--- src/rtl/wb_port_arbiter_if.sv ---
// wb_port_arbiter_if
//   Bundles the two write-back request channels and the register-file write
//   port that the arbiter drives.
//   Handshake: a request is presented with reqX_valid_i high and addr/data
//   held stable; it transfers in the cycle where reqX_valid_i and
//   reqX_ready_o are both high. ready is derived from the valid inputs and
//   arbiter state only, never from the requester's own ready, and at most
//   one ready is high in any cycle.
//   Modports:
//     slave  - arbiter side (takes requests, drives ready + write port)
//     master - requester/register-file side
interface wb_port_arbiter_if #(
    parameter int N_bits = 32
);
    logic              req0_valid_i;
    logic [4:0]        req0_addr_i;
    logic [N_bits-1:0] req0_data_i;
    logic              req0_ready_o;

    logic              req1_valid_i;
    logic [4:0]        req1_addr_i;
    logic [N_bits-1:0] req1_data_i;
    logic              req1_ready_o;

    logic              Reg_Write_o;
    logic [4:0]        Write_Register_o;
    logic [N_bits-1:0] Write_Data_o;

    modport slave (
        input  req0_valid_i, req0_addr_i, req0_data_i,
        output req0_ready_o,
        input  req1_valid_i, req1_addr_i, req1_data_i,
        output req1_ready_o,
        output Reg_Write_o, Write_Register_o, Write_Data_o
    );

    modport master (
        output req0_valid_i, req0_addr_i, req0_data_i,
        input  req0_ready_o,
        output req1_valid_i, req1_addr_i, req1_data_i,
        input  req1_ready_o,
        input  Reg_Write_o, Write_Register_o, Write_Data_o
    );
endinterface

--- src/rtl/wb_port_arbiter.sv ---
// wb_port_arbiter
//   Shares the single register-file write port between the ALU write-back
//   (req0) and the load write-back (req1). Round-robin arbitration; the
//   winning request is registered onto the write port one cycle later.
//   Writes to register 0 are accepted but never enabled. A saturating
//   counter records cycles in which both requests were valid.
//   Ports:
//     clk          rising-edge clock
//     reset        asynchronous, active-high reset
//     hold_i       1 = no grants this cycle
//     bus          request channels + write port (slave modport)
//     contention_o saturating count of both-valid cycles
//     pri_state_o  debug view of the priority state (0 = PRI0, 1 = PRI1)
module wb_port_arbiter #(
    parameter int N_bits = 32,
    parameter int CNT_W  = 16
) (
    input  logic              clk,
    input  logic              reset,
    input  logic              hold_i,
    wb_port_arbiter_if.slave  bus,
    output logic [CNT_W-1:0]  contention_o,
    output logic              pri_state_o
);

    typedef enum logic {PRI0 = 1'b0, PRI1 = 1'b1} pri_t;

    pri_t state, state_next;
    logic grant0, grant1;
    logic both_valid;

    assign both_valid = bus.req0_valid_i & bus.req1_valid_i;

    always_ff @(posedge clk or posedge reset) begin
        if (reset) state <= PRI0;
        else       state <= state_next;
    end

    // Grant is combinational from valids and state only; reset gates ready
    // low so nothing is accepted while reset is asserted.
    always_comb begin
        grant0     = 1'b0;
        grant1     = 1'b0;
        state_next = state;
        if (!reset && !hold_i) begin
            if (bus.req0_valid_i && (!bus.req1_valid_i || state == PRI0))
                grant0 = 1'b1;
            else if (bus.req1_valid_i)
                grant1 = 1'b1;
        end
        if (grant0)      state_next = PRI1;
        else if (grant1) state_next = PRI0;
    end

    assign bus.req0_ready_o = grant0;
    assign bus.req1_ready_o = grant1;
    assign pri_state_o      = state;

    // Write port: addr/data follow the accepted request and hold otherwise;
    // the enable is suppressed for register 0.
    always_ff @(posedge clk or posedge reset) begin
        if (reset) begin
            bus.Reg_Write_o      <= 1'b0;
            bus.Write_Register_o <= '0;
            bus.Write_Data_o     <= '0;
        end else begin
            bus.Reg_Write_o <= 1'b0;
            if (grant0) begin
                bus.Reg_Write_o      <= (bus.req0_addr_i != 5'd0);
                bus.Write_Register_o <= bus.req0_addr_i;
                bus.Write_Data_o     <= bus.req0_data_i;
            end else if (grant1) begin
                bus.Reg_Write_o      <= (bus.req1_addr_i != 5'd0);
                bus.Write_Register_o <= bus.req1_addr_i;
                bus.Write_Data_o     <= bus.req1_data_i;
            end
        end
    end

    // Contention counts regardless of hold_i; sticks at all-ones.
    always_ff @(posedge clk or posedge reset) begin
        if (reset)
            contention_o <= '0;
        else if (both_valid && (contention_o != {CNT_W{1'b1}}))
            contention_o <= contention_o + CNT_W'(1);
    end

endmodule

--- src/flat_wrapper.sv ---
// flat-port wrapper written by rule: the top's interface ports become plain ports
module wb_port_arbiter_flat 
#(
    parameter int N_bits = 32,
    parameter int CNT_W  = 16
)
  (clk, reset, hold_i, contention_o, pri_state_o, bus_req0_valid_i, bus_req0_addr_i, bus_req0_data_i, bus_req0_ready_o, bus_req1_valid_i, bus_req1_addr_i, bus_req1_data_i, bus_req1_ready_o, bus_Reg_Write_o, bus_Write_Register_o, bus_Write_Data_o);
  wb_port_arbiter_if #(.N_bits(N_bits)) bus_i ();
  input  logic clk;
  input  logic reset;
  input  logic hold_i;
  output logic [CNT_W-1:0] contention_o;
  output logic pri_state_o;
  input wire logic [$bits(bus_i.req0_valid_i)-1:0] bus_req0_valid_i;
  input wire logic [$bits(bus_i.req0_addr_i)-1:0] bus_req0_addr_i;
  input wire logic [$bits(bus_i.req0_data_i)-1:0] bus_req0_data_i;
  output wire logic [$bits(bus_i.req0_ready_o)-1:0] bus_req0_ready_o;
  input wire logic [$bits(bus_i.req1_valid_i)-1:0] bus_req1_valid_i;
  input wire logic [$bits(bus_i.req1_addr_i)-1:0] bus_req1_addr_i;
  input wire logic [$bits(bus_i.req1_data_i)-1:0] bus_req1_data_i;
  output wire logic [$bits(bus_i.req1_ready_o)-1:0] bus_req1_ready_o;
  output wire logic [$bits(bus_i.Reg_Write_o)-1:0] bus_Reg_Write_o;
  output wire logic [$bits(bus_i.Write_Register_o)-1:0] bus_Write_Register_o;
  output wire logic [$bits(bus_i.Write_Data_o)-1:0] bus_Write_Data_o;
  assign bus_i.req0_valid_i = bus_req0_valid_i;
  assign bus_i.req0_addr_i = bus_req0_addr_i;
  assign bus_i.req0_data_i = bus_req0_data_i;
  assign bus_req0_ready_o = bus_i.req0_ready_o;
  assign bus_i.req1_valid_i = bus_req1_valid_i;
  assign bus_i.req1_addr_i = bus_req1_addr_i;
  assign bus_i.req1_data_i = bus_req1_data_i;
  assign bus_req1_ready_o = bus_i.req1_ready_o;
  assign bus_Reg_Write_o = bus_i.Reg_Write_o;
  assign bus_Write_Register_o = bus_i.Write_Register_o;
  assign bus_Write_Data_o = bus_i.Write_Data_o;
  wb_port_arbiter #(.N_bits(N_bits), .CNT_W(CNT_W)) u_core (.clk(clk), .reset(reset), .hold_i(hold_i), .bus(bus_i), .contention_o(contention_o), .pri_state_o(pri_state_o));
endmodule
--- config.mk ---
export PLATFORM = sky130hd
export DESIGN_NAME = wb_port_arbiter_flat
export DESIGN_NICKNAME = d
export VERILOG_FILES = /design/src/rtl/wb_port_arbiter_if.sv /design/src/rtl/wb_port_arbiter.sv /design/src/flat_wrapper.sv
export SDC_FILE = /design/constraint.sdc
export NUM_CORES = 1
export LEC_CHECK = 0
export ABC_AREA = 1
export BUFFER_PORTS_ARGS = -buffer_cell sky130_fd_sc_hd__buf_2
export CORE_UTILIZATION = 30
export CTS_BUF_LIST = sky130_fd_sc_hd__clkbuf_2
export DETAILED_ROUTE_END_ITERATION = 12
export GPL_TIMING_DRIVEN = 1
export PLACE_DENSITY = 0.57
export SKIP_CTS_REPAIR_TIMING = 1
export SYNTH_ARGS = -nofsm -noshare
export SYNTH_HDL_FRONTEND = slang
export SYNTH_SLANG_ARGS = --single-unit
--- constraint.sdc ---
create_clock -name clk -period 2.3 [get_ports clk]
set_clock_uncertainty 0.1 [all_clocks]
set_input_delay 0.115 -clock clk [delete_from_list [all_inputs] [get_ports clk]]
set_output_delay 0.115 -clock clk [all_outputs]
set_load 0.02 [all_outputs]
# Word-level counts from Yosys, hierarchy flattened

Cells that the tools add are included.
W data, S select, Z words.

Flip-flop bits (word level): 55
Latch bits: 0
Memory bits (writable): 0
Memory bits (read-only): 0
Output and inout port bits: 57
Memories kept: 0

$add $sub $neg: 1
$mul: 0
Div/mod/pow operators: 0
Magnitude comparators: 0
Eq/ne operators: 1
Shifts and indexed selects: 0
Mux-type cells: 13
Bitwise gates (word level): 2
Reductions and logical operators: 10

Operators by type and width:

| kind                    | number |
|---|---|
| $mux W32                | 2 |
| $add A16 B1 Y16 const B | 1 |
| $ne A16 B16 Y1 const B  | 1 |
| $mux W5                 | 2 |
| $reduce_bool A5 Y1      | 2 |
| $mux W1                 | 9 |
| $logic_and A1 B1 Y1     | 3 |
| $logic_not A1 Y1        | 3 |
| $reduce_bool A2 Y1      | 1 |
| $and A1 B1 Y1           | 1 |
| $logic_or A1 B1 Y1      | 1 |
| $not A1 Y1              | 1 |

# Logic depth before layout (Yosys ltp)

Gate-level depths: netlist of the first run.

Depth in word-level cells: 7
Depth in mapped cells: 9

# Least setup slack after synthesis of the first run

OpenSTA, ideal clock, no wires.

Kind: register -> register
From: register u_core.contention_o[0]
To: register u_core.contention_o[10]
Data arrival time: 1.453 ns
Slack: 0.671 ns
Stages on the path, launching flop included: 9
Path buffers: 0
Period minus slack after synthesis: 1.629 ns
Cells stage by stage: dfrtp_1 -> ha_1 -> inv_1 -> nor2_1 -> nand2_1 -> nor2_1 -> nor2_1 -> nand2_1 -> o21ai_1

Word-level cells in the longest chain between the ends: 2

RTL lines:

| what                                                                    | line                  | text |
|---|---|---|
| from (decl)                                                             | wb_port_arbiter.sv:22 | `output logic [CNT_W-1:0] contention_o,` |
| from (signal assigned)                                                  | wb_port_arbiter.sv:85 | `contention_o <= contention_o + CNT_W'(1);` |
| parallel branches: the longest is 2 deep, another holds $add A16 B1 Y16 | n/a                   |  |

Several ways; the timed one is not identified.
A chain may end at the register's enable or synchronous reset.

# Worst setup path after layout of the first run

From: input port reset
To: register u_core.bus.Write_Data_o[16]

Word-level cells in the longest chain between the ends: 4

RTL lines:

| what                                                  | line                     | text |
|---|---|---|
| from (decl)                                           | flat_wrapper.sv:10       | `input logic reset;` |
| $logic_not A1 Y1 (no source line) *                   | n/a                      |  |
| $logic_and A1 B1 Y1 *                                 | wb_port_arbiter.sv:45    | `if (!reset && !hold_i) begin` |
| $mux W1                                               | wb_port_arbiter.sv:45    |  |
| $mux W32 / $reduce_bool A2 Y1 (equally long branches) | n/a                      |  |
| to (signal assigned)                                  | wb_port_arbiter.sv:71    | `bus.Write_Data_o <= bus.req0_data_i;` |
| to (signal assigned)                                  | wb_port_arbiter.sv:75    | `bus.Write_Data_o <= bus.req1_data_i;` |
| to (decl)                                             | wb_port_arbiter_if.sv:34 | `output Reg_Write_o, Write_Register_o, Write_Data_o` |

Every way passes the cells marked *; elsewhere a longest branch is shown, timed or not.

==> results of run 1 <==
-- through the flow --
step / instances / util [%]
after CTS: 612 / 41.4
after floorplan: 367 / -
after global routing: 692 / 50.5
after detailed placement: 604 / 40.4
after global placement: 604 / 40.4
final: 693 / 50.5
-- tightest hold or removal path, stage by stage --
cell and delay (ns):
buf_2 0.13, nand2_1 0.11, inv_1 0.09, nand4_1 0.09
nand2_1 0.04
-- cell usage in the layout (no fill, tap or decap) --
| cell | instances |
|---|---|
| nor3_1 | 1 |
| xor2_1 | 1 |
| nand4_1 | 11 |
| o21bai_1 | 1 |
| ha_1 | 1 |
| o22ai_1 | 16 |
| buf_12 | 2 |
| nand2_1 | 107 |
| diode_2 | 1 |
| dlygate4sd3_1 | 80 |
| nor2_2 | 5 |
| nor2_1 | 50 |
| clkbuf_2 | 6 |
| nand3_2 | 1 |
| bufinv_16 | 2 |
| buf_4 | 5 |
| xnor2_1 | 2 |
| o31ai_1 | 1 |
| inv_1 | 39 |
| nand3_1 | 10 |
| nand3b_1 | 1 |
| inv_2 | 1 |
| a31oi_1 | 1 |
| o21ai_0 | 42 |
| dfrtp_1 | 55 |
| o2bb2ai_1 | 1 |
| buf_2 | 135 |
| nand2_2 | 3 |
| o21ai_1 | 4 |
-- routing by layer --
metal	vias up	wire length, µm
li1	1615	-
met1	1506	3950
met2	87	4670
met3	4	474
met4	0	44
met5	-	0
-- flip-flops by register name (all words and copies together) (netlist names) --
name / flops
u_core.bus.Write_Data_o: 32
u_core.contention_o: 16
u_core.bus.Write_Register_o: 5
u_core.bus.Reg_Write_o: 1
u_core.pri_state_o: 1
-- where the power goes --
part	switching (mW)	internal [mW]	leakage [nW]	total, mW
logic	0.576	0.408	1.53	0.984
clock network	0.313	0.297	0.0532	0.610
registers	0.143	1.15	0.657	1.30
total	1.03	1.86	2.24	2.89
-- cell families (layout without fill, tap and decap cells) --
family,after synthesis,after routing,share of synthesized area (%)
compound gates,66,66,12.9
xor+xnor,3,3,0.939
fa+ha+maj,1,1,0.447
buf+inv,53,270,8.67
flops,55,55,49.2
other cells,0,1,0
simple gates,189,189,27.9
-- cell type report --
class	instances	area [µm²]	share of cell area (%)
inverter	40	150	3.35
clock inverter	2	60.1	1.34
sequential	55	1380	30.7
clock buffer	6	30.0	0.669
timing repair buffer	222	1550	34.6
multi-input combinational	259	1180	26.3
tap	108	135	3.01
antenna	1	2.50	0.0558
-- path summary, 6_finish.rpt --
| check | end | slack, ns |
|---|---|---|
| setup reg to reg | u_core.bus.Write_Data_o[2] | 0.22 |
| min in group asynchronous | u_core.contention_o[3] | 0.19 |
| hold reg to reg | u_core.bus.Write_Data_o[11] | 0.44 |
| hold / removal | u_core.contention_o[3] | 0.03 |
| setup / recovery | u_core.bus.Write_Data_o[16] | 0.09 |
| max in group asynchronous | u_core.bus.Write_Data_o[18] | 1.32 |
==> flow_metrics.py, run 1 <==
metrics = {
    "status": {
        "outcome": "finished clean",
    },
    "pwr": {
        "powerDensity_mw_per_mm2": 644,
        "leakage_power_summed_over_all_cells_nw": 2.24,
        "p_total_mw": 2.89,
        "max-vdd-ir-drop_v": 0.000665,
    },
    "critical_path": {
        "worstSetupEndpointType": "flop",
        "critPathKind": "in -> reg",
        "number_of_cell_instances_on_the_worst_register_to_register_path": 9,
        "kind_of_cell_with_the_highest_combined_delay_on_the_critical_path": "buffers and inverters",
        "timing.critical_path.slowest_cell_delay_ns": 0.55,
        "crit_path_cell_trace": "dlygate4sd3_1 -> buf_2 -> nor2_2 -> nand2_1 -> o21ai_0 -> nand2_1 -> dlygate4sd3_1 -> o21ai_0 -> inv_1",
        "cp.depth": 9,
        "critical_path_buf_inv_count": 4,
        "worstPathMaxFanout": 21,
        "cp.required_ns": 2.55,
        "setup.worst_path.start": "reset",
        "crit_start_category": "input port",
        "rr_startpoint": "u_core.pri_state_o",
        "crit_path_max_delay_cell_type": "dlygate4sd3_1",
        "arrival_ns": 2.46,
    },
    "final_layout": {
        "final_cell_area_mm2": 0.00449,
        "layout-drive-gt1-share_pct": 27.4,
        "num-fill-cells": 879,
        "net_count_reported_at_finish": 663,
        "synthToLayoutAreaGrowth_pct": 60.3,
    },
    "yosys": {
        "synth_enable_flop_cells": 0,
        "synth_async_sr_flop_share_pct": 100,
        "synth-warning-count": 0,
        "yosysMostFrequentCell": "nand2_1",
        "synth_top_cell_area_share_pct": 49.2,
        "synth.cells.most_frequent": "107 x nand2_1, 55 x dfrtp_1, 50 x nor2_1",
        "dominantRegCellSynth": "dfrtp_1",
        "netlist.top_cell.by_area": "dfrtp_1",
        "syn-instance-count": 367,
        "netlist-cell-type-count": 25,
        "postSynthNetCount": 447,
        "synth_area_leaders": "dfrtp_1 49%, nand2_1 14%, o21ai_0 7.5%",
        "synth_sequential_area_ratio_pct": 49.2,
        "cell_area_synth_mm2": 0.00280,
        "synth_seq_cells": 55,
        "syn_avg_cell_area_um2": 7.63,
    },
    "grt": {
        "global_route.usage.met3_pct": 3.76,
        "grt_max_degree": 32,
        "grt_overflow": 0,
        "antenna_found_initial": 1,
        "fraction_of_met1_tracks_used_by_global_routing_pct": 22.0,
        "via_count_of_the_first_global_routing_pass": 2802,
        "grt-busiest-layer": "met2",
        "grt_usage_pct": 17.0,
        "use_met2_pct": 29.0,
        "global_route_wire_length_before_repair_um": 13300,
    },
    "detailed_routing": {
        "wire_per_inst_um": 13.2,
        "detailedRoute.firstIterationViolations": 126,
        "final_wl_um": 9140,
        "antenna_violating_nets_post_route": 0,
        "post_drt_via_cell_ratio": 4.63,
        "vias": 3212,
        "remaining_drc_errors": 0,
        "first_pass_iters": 4,
    },
    "placement": {
        "gp_congestion": 0.923,
        "dp_worst_setup_slack_ns": 0.615,
        "placed_cell_area_mm2": 0.00359,
        "numPortBuffers": 135,
        "post-dp-hpwl_um": 5890,
    },
    "hold_path": {
        "hold_removal_path_class": "in -> reg",
        "worstHoldPathCells": 5,
        "startpoint_of_the_tightest_hold_check_path": "bus_req1_valid_i",
    },
    "cts": {
        "maximum_buffer_depth_of_the_clock_tree": 2,
        "cts_tree": "yes",
        "cts_made_buffers": 5,
        "worst_skew_pair.late_latency_ns": 0.44,
        "cts.sinks": 55,
        "clockRootBuffer": "clkbuf_2",
        "htreeDepth": 2,
        "clk_pin_slew_ns": 0.28,
    },
    "sta": {
        "final_critical_path_setup_slack_ns": 0.0857,
        "setup_tns_ns": 0,
        "slew_viol_final": 0,
        "achievable-frequency_mhz": 452,
        "setup_viol": 0,
        "maxSlewHeadroom_pct": 55.2,
        "hold_ws_ns": 0.0254,
        "part_of_the_cycle_the_worst_path_needs_pct": 96.3,
        "tightestPinTransition_ns": 0.671,
        "final_hold_viol_count": 0,
        "finalCriticalPeriod_ns": 2.21,
    },
    "die": {
        "floorplan.initialDensity_pct": 31.5,
        "dieWidth_um": 98.6,
        "ioPinCount": 136,
        "core_area_mm2": 0.00889,
        "placementRows": 34,
        "dieHeight_um": 98.6,
        "area_of_the_die_mm2": 0.00972,
    },
    "job": {
        "drv_cap": 0,
    },
}
Power figures use the tool's default switching activity.
==> inputs of run 2 (changes only) <==
- ABC_AREA: 1 -> not set
- PLACE_DENSITY: 0.57 -> 0.58
==> run 2 against run 1 <==
Total power shrank 1.9%. First-iteration DRC count shrank 17%. Fmax shrank 0.39%. Hold slack gained 0.080 ns. Flip-flop and latch count is the same. Wire length shrank 11%. Clock power shrank 21%. Worst setup slack lost 0.0087 ns. Global-route usage shrank 1.8 points. Synthesized cell count shrank 33%. Synthesized area shrank 9.1%. Core utilization grew 0.95 points.
==> flow_metrics.py, run 2 <==
metrics = {
    "cts": {
        "cts_made_buffers": 5,
        "maximum_buffer_depth_of_the_clock_tree": 2,
        "clk_pin_slew_ns": 0.29,
        "worst_skew_pair.late_latency_ns": 0.42,
        "clockRootBuffer": "clkbuf_2",
        "cts_tree": "yes",
        "htreeDepth": 2,
        "cts.sinks": 55,
    },
    "placement": {
        "dp_worst_setup_slack_ns": 0.457,
        "gp_congestion": 0.774,
        "post-dp-hpwl_um": 5000,
        "placed_cell_area_mm2": 0.00338,
        "numPortBuffers": 135,
    },
    "critical_path": {
        "cp.required_ns": 2.57,
        "critPathKind": "in -> reg",
        "setup.worst_path.start": "reset",
        "crit_top_cell": "dlygate4sd3_1",
        "worstSetupEndpointType": "flop",
        "timing.critical_path.slowest_cell_delay_ns": 0.58,
        "crit_path_cell_trace": "dlygate4sd3_1 -> buf_2 -> nor3b_2 -> buf_4 -> mux2i_1 -> o21ai_0 -> dlygate4sd3_1",
        "worstPathMaxFanout": 28,
        "arrival_ns": 2.49,
        "rr_startpoint": "u_core.pri_state_o",
        "crit_path_max_delay_cell_type": "dlygate4sd3_1",
        "crit_start_category": "input port",
    },
    "detailed_routing": {
        "first_pass_iters": 4,
        "final_wl_um": 8130,
        "antenna_violating_nets_post_route": 0,
        "wire_per_inst_um": 14.4,
        "vias": 2649,
        "remaining_drc_errors": 0,
        "post_drt_via_cell_ratio": 4.68,
        "detailedRoute.firstIterationViolations": 104,
    },
    "yosys": {
        "netlist.top_cell.by_area": "dfrtp_1",
        "syn-instance-count": 246,
        "synth_area_leaders": "dfrtp_1 54%, mux2i_1 9.4%, o21ai_0 5.1%",
        "synth_async_sr_flop_share_pct": 100,
        "synth_seq_cells": 55,
        "netlist-cell-type-count": 30,
        "post_synth_mux_area_share_pct": 9.88,
        "area_fraction_in_compound_gates_after_synthesis_pct": 9.98,
        "synth_sequential_area_ratio_pct": 54.1,
        "dominantRegCellSynth": "dfrtp_1",
        "postSynthNetCount": 326,
        "syn_avg_cell_area_um2": 10.3,
        "synth_top_cell_area_share_pct": 54.1,
        "cell_area_synth_mm2": 0.00254,
        "adder_and_majority_gate_portion_of_the_synthesized_area_pct": 0.492,
        "simple_gate_share_of_the_synthesized_area_pct": 17.4,
        "yosysMostFrequentCell": "dfrtp_1",
        "synth-warning-count": 0,
        "combinational_family_with_the_most_area_after_synthesis": "simple AND/OR/NAND/NOR gates",
        "synth.cells.most_frequent": "55 x dfrtp_1, 33 x nand2_1, 31 x nor2_1",
        "synth_enable_flop_cells": 0,
        "synth-xor-area-share_pct": 5.16,
    },
    "final_layout": {
        "net_count_reported_at_finish": 541,
        "mostFrequentLayoutCell": "buf_2",
        "max_flop_register": "u_core.bus.Write_Data_o",
        "synthToLayoutAreaGrowth_pct": 66.0,
        "final_cell_mix": "135 x buf_2, 78 x dlygate4sd3_1, 55 x dfrtp_1",
        "max_ffs_per_register": 32,
        "num-fill-cells": 754,
        "layout-drive-gt1-share_pct": 34.3,
        "final_cell_area_mm2": 0.00423,
        "antennaDiodeCount": 0,
        "largestRegisters": "u_core.bus.Write_Data_o x32, u_core.contention_o x16, u_core.bus.Write_Register_o x5",
    },
    "die": {
        "placementRows": 33,
        "ioPinCount": 136,
        "dieWidth_um": 94.1,
        "core_area_mm2": 0.00822,
        "area_of_the_die_mm2": 0.00886,
        "floorplan.initialDensity_pct": 31.0,
        "dieHeight_um": 94.1,
    },
    "sta": {
        "final_hold_viol_count": 0,
        "finalCriticalPeriod_ns": 2.22,
        "setup_viol": 0,
        "achievable-frequency_mhz": 450,
        "maxSlewHeadroom_pct": 59.1,
        "slew_viol_final": 0,
        "final_critical_path_setup_slack_ns": 0.0770,
        "tightestPinTransition_ns": 0.612,
        "part_of_the_cycle_the_worst_path_needs_pct": 96.7,
    },
    "grt": {
        "antenna_found_initial": 0,
        "via_count_of_the_first_global_routing_pass": 2146,
        "global_route_wire_length_before_repair_um": 10500,
        "grt_usage_pct": 15.2,
        "grt_overflow": 0,
        "grt_max_degree": 33,
    },
    "pwr": {
        "powerDensity_mw_per_mm2": 672,
        "max-vdd-ir-drop_v": 0.000349,
        "leakage_power_summed_over_all_cells_nw": 2.00,
    },
    "status": {
        "outcome": "finished clean",
    },
    "hold_path": {
        "hold_removal_path_class": "in -> reg",
        "startpoint_of_the_tightest_hold_check_path": "hold_i",
    },
    "job": {
        "drv_cap": 0,
    },
}
## run 2: cell count changes after synthesis, sizes merged, moves of 13 or more
| cell | before | now |
|---|---|---|
| o32ai | 0 | 13 |
| nor2 | 55 | 31 |
| mux2i | 0 | 24 |
| o21ai | 46 | 26 |
| nand2 | 110 | 33 |
| inv | 40 | 5 |
| o22ai | 16 | 0 |
## run 2: through the flow
| stage | hold WS (ns) | power, mW | setup TNS (ns) | util [%] | std cells |
|---|---|---|---|---|---|
| 2_1_floorplan | 0.132 | 1.87 | 0 | - | 246 |
| 3_3_place_gp | 0.157 | 2.23 | 0 | 41.2 | 481 |
| 3_5_place_dp | 0.160 | 2.25 | 0 | 41.2 | 481 |
| 4_1_cts | -0.387 | 2.74 | 0 | 41.9 | 488 |
| 5_1_grt | 0.0705 | 3.01 | -0.0202 | 51.4 | 566 |
| 6_report | 0.105 | 2.84 | 0 | 51.4 | 566 |
## run 2: cell families after synthesis
| group | Yosys count |
|---|---|
| muxes | 25 |
| xor gates and xnor gates | 15 |
| AOI/OAI and AO/OA | 40 |
| buffers and inverters | 18 |
| DFF | 55 |
| and+or+nand+nor | 92 |
| adders and majority gates | 1 |
## run 2: worst paths after layout
| check | end | slack (ns) | depth (start not counted) |
|---|---|---|---|
| max in group asynchronous | u_core.contention_o[3] | 1.29 | 4 |
| hold reg to reg | u_core.contention_o[15] | 0.40 | 1 |
| setup reg to reg | u_core.bus.Write_Data_o[17] | 0.11 | 6 |
| hold / removal | u_core.pri_state_o | 0.11 | 4 |
| setup / recovery | u_core.bus.Write_Register_o[3] | 0.08 | 7 |
| min in group asynchronous | u_core.bus.Reg_Write_o | 0.19 | 3 |
## run 2: power by group
group,leakage (nW),switching (mW),internal (mW)
registers,0.651,0.166,1.17
logic,1.31,0.577,0.446
clock network,0.0391,0.296,0.183
## run 2: routing by layer
layer	GRT usage [%]	vias up	routed length, µm
met3	2.67	16	376
met4	4.23	0	172
li1	-	1285	-
met2	24.4	103	4200
met5	0	-	0
met1	21.0	1245	3390
## run 2: final cells by class
| cell class | instances | area (µm²) | area share (%) |
|---|---|---|---|
| Tap cell | 105 | 131 | 3.11 |
| Sequential cell | 55 | 1380 | 32.6 |
| Multi-Input combinational cell | 173 | 1100 | 25.9 |
| Clock inverter | 1 | 30.0 | 0.711 |
| Inverter | 5 | 20.0 | 0.474 |
| Clock buffer | 6 | 30.0 | 0.711 |
| Timing Repair Buffer | 221 | 1540 | 36.5 |
## run 2: worst max-delay path: cells and delay by family
family | cells | cell delay (ns)
AOI/OAI and AO/OA | 1 | 0.10
buffers and inverters | 4 | 1.75
muxes | 1 | 0.23
and+or+nand+nor | 1 | 0.27
==> inputs of run 3 (changes only) <==
- clock period: 2.3 -> 2.07 ns (I/O delays scaled with it)
==> run 3 against run 2 <==
First-iteration DRC count down 11%. Wire length grew 2.9%. Total power increased by 7.1%. Flip-flop and latch count unchanged. Non-clock buffer count up 5. Design area grew 1.3%. Via count rose by 2.2%. Final cell count increased by 1.1%. Register-to-register slack improved by 0.07 ns. Core utilization is 0.69 points higher. Highest routed layer unchanged. Critical path type is now reg -> out. Hold slack worse by 0.0026 ns.
==> flow_metrics.py, run 3 (synthesized netlist as in run 2, its figures left out) <==
metrics = {
    "sta": {
        "setup_viol": 0,
        "slew_viol_final": 0,
        "achievable-frequency_mhz": 491,
        "tightestPinTransition_ns": 0.587,
        "grt_setup_unrepaired": "true",
        "maxSlewHeadroom_pct": 60.8,
        "finalCriticalPeriod_ns": 2.04,
        "setup_tns_ns": 0,
        "hold_ws_ns": 0.103,
        "part_of_the_cycle_the_worst_path_needs_pct": 98.4,
        "final_hold_viol_count": 0,
    },
    "status": {
        "outcome": "finished clean",
    },
    "critical_path": {
        "worstSetupEndpointType": "output port",
        "critical_path.reg2reg.endpoint": "u_core.bus.Write_Data_o[19]",
        "cp.required_ns": 1.87,
        "number_of_cell_instances_on_the_worst_register_to_register_path": 7,
        "crit_start_category": "flop",
        "worstPathMaxFanout": 7,
        "critPathKind": "reg -> out",
        "arrival_ns": 1.83,
        "reg2reg_setup_slack_ns": 0.18,
        "rr_startpoint": "u_core.pri_state_o",
    },
    "final_layout": {
        "max_ffs_per_register": 32,
        "register_area_mm2": 0.00138,
        "mostFrequentLayoutCell": "buf_2",
        "net_count_reported_at_finish": 546,
        "max_flop_register": "u_core.bus.Write_Data_o",
        "synthToLayoutAreaGrowth_pct": 68.2,
        "largestRegisters": "u_core.bus.Write_Data_o x32, u_core.contention_o x16, u_core.bus.Write_Register_o x5",
        "multiInputGateArea_mm2": 0.00110,
        "layout-drive-gt1-share_pct": 35.3,
        "num-fill-cells": 740,
        "antennaDiodeCount": 0,
        "final_cell_mix": "134 x buf_2, 76 x dlygate4sd3_1, 55 x dfrtp_1",
    },
    "cts": {
        "cts_tree": "yes",
        "clk_pin_slew_ns": 0.28,
        "clockRootBuffer": "clkbuf_2",
        "htreeDepth": 2,
        "worst_skew_pair.late_latency_ns": 0.44,
        "cts.sinks": 55,
        "maximum_buffer_depth_of_the_clock_tree": 2,
        "cts_made_buffers": 5,
    },
    "placement": {
        "post-dp-hpwl_um": 5070,
        "numPortBuffers": 135,
        "gp_congestion": 0.799,
    },
    "grt": {
        "via_count_of_the_first_global_routing_pass": 2277,
        "global_route_wire_length_before_repair_um": 10600,
        "grt_overflow": 0,
        "antenna_found_initial": 0,
        "grt_usage_pct": 15.4,
        "grt_max_degree": 47,
    },
    "detailed_routing": {
        "post_drt_via_cell_ratio": 4.73,
        "wire_per_inst_um": 14.6,
        "remaining_drc_errors": 0,
        "vias": 2706,
        "detailedRoute.firstIterationViolations": 93,
        "first_pass_iters": 4,
        "final_wl_um": 8370,
        "antenna_violating_nets_post_route": 0,
    },
    "die": {
        "dieHeight_um": 94.1,
        "floorplan.initialDensity_pct": 31.0,
        "placementRows": 33,
        "area_of_the_die_mm2": 0.00886,
        "ioPinCount": 136,
        "dieWidth_um": 94.1,
        "core_area_mm2": 0.00822,
    },
    "hold_path": {
        "worstHoldPathCells": 4,
        "startpoint_of_the_tightest_hold_check_path": "hold_i",
        "timing.hold.worst_endpoint": "u_core.pri_state_o",
        "hold_removal_path_class": "in -> reg",
    },
    "pwr": {
        "leakage_power_summed_over_all_cells_nw": 2.03,
        "powerDensity_mw_per_mm2": 710,
        "max-vdd-ir-drop_v": 0.000367,
    },
    "job": {
        "drv_cap": 0,
    },
}
## run 3: cell count changes in the layout (fill, tap and decap cells not counted), sizes merged
cell	before	now
buf	143	148
dlygate4sd3	78	76
bufinv	1	0
clkbuf	6	7
clkinv	1	2
clkinvlp	0	1
inv	4	5
## run 3: area by class of cell
class / count / area share, %
well taps: 105 / 3.07
clock buffers: 5 / 0.584
multi-input cells: 173 / 25.7
inverters: 5 / 0.614
flip-flops and latches: 55 / 32.1
clock inverters: 3 / 0.351
repair buffers: 226 / 37.5
## run 3: power by group
| part | total, mW | switching (mW) | internal (mW) |
|---|---|---|---|
| Combinational | 1.14 | 0.649 | 0.495 |
| Clock | 0.410 | 0.335 | 0.0753 |
| Sequential | 1.49 | 0.186 | 1.30 |
## run 3: worst max path at each step
stage                                      start  cells after the start                      end  slack, ns
after floorplan           u_core.contention_o[0]                      5   u_core.contention_o[1]       0.08
after global placement    u_core.contention_o[0]                      5  u_core.contention_o[14]       0.32
after detailed placement  u_core.contention_o[4]                      4  u_core.contention_o[13]       0.24
after CTS                     u_core.pri_state_o                      5         bus_req0_ready_o      -0.23
after global routing          u_core.pri_state_o                      5         bus_req0_ready_o      -0.07
final                         u_core.pri_state_o                      5         bus_req0_ready_o       0.03
## run 3: routing by layer
metal | track usage [%] | wire length [µm]
met1 | 18.6 | 3510
met2 | 27.6 | 4370
met3 | 3.07 | 320
met4 | 4.10 | 165
met5 | 0 | 0
## run 3: per-stage QoR
step | setup WS, ns | instances | utilization, % | cell area, µm² | total power [mW]
after CTS | -0.231 | 489 | 41.5 | 3410 | 2.93
final | 0.0325 | 572 | 52.1 | 4280 | 3.04
after global routing | -0.0730 | 572 | 52.1 | 4280 | 3.25
after floorplan | 0.0824 | 246 | - | 2540 | 2.08
after detailed placement | 0.244 | 481 | 41.0 | 3370 | 2.50
after global placement | 0.321 | 481 | 41.0 | 3370 | 2.48
## run 3: worst max-delay path, stage by stage (launching register included)
cell,delay [ns]
dfrtp_1,0.46
a21bo_2,0.21
or3_4,0.43
inv_8,0.08
buf_12,0.11
buf_8,0.11
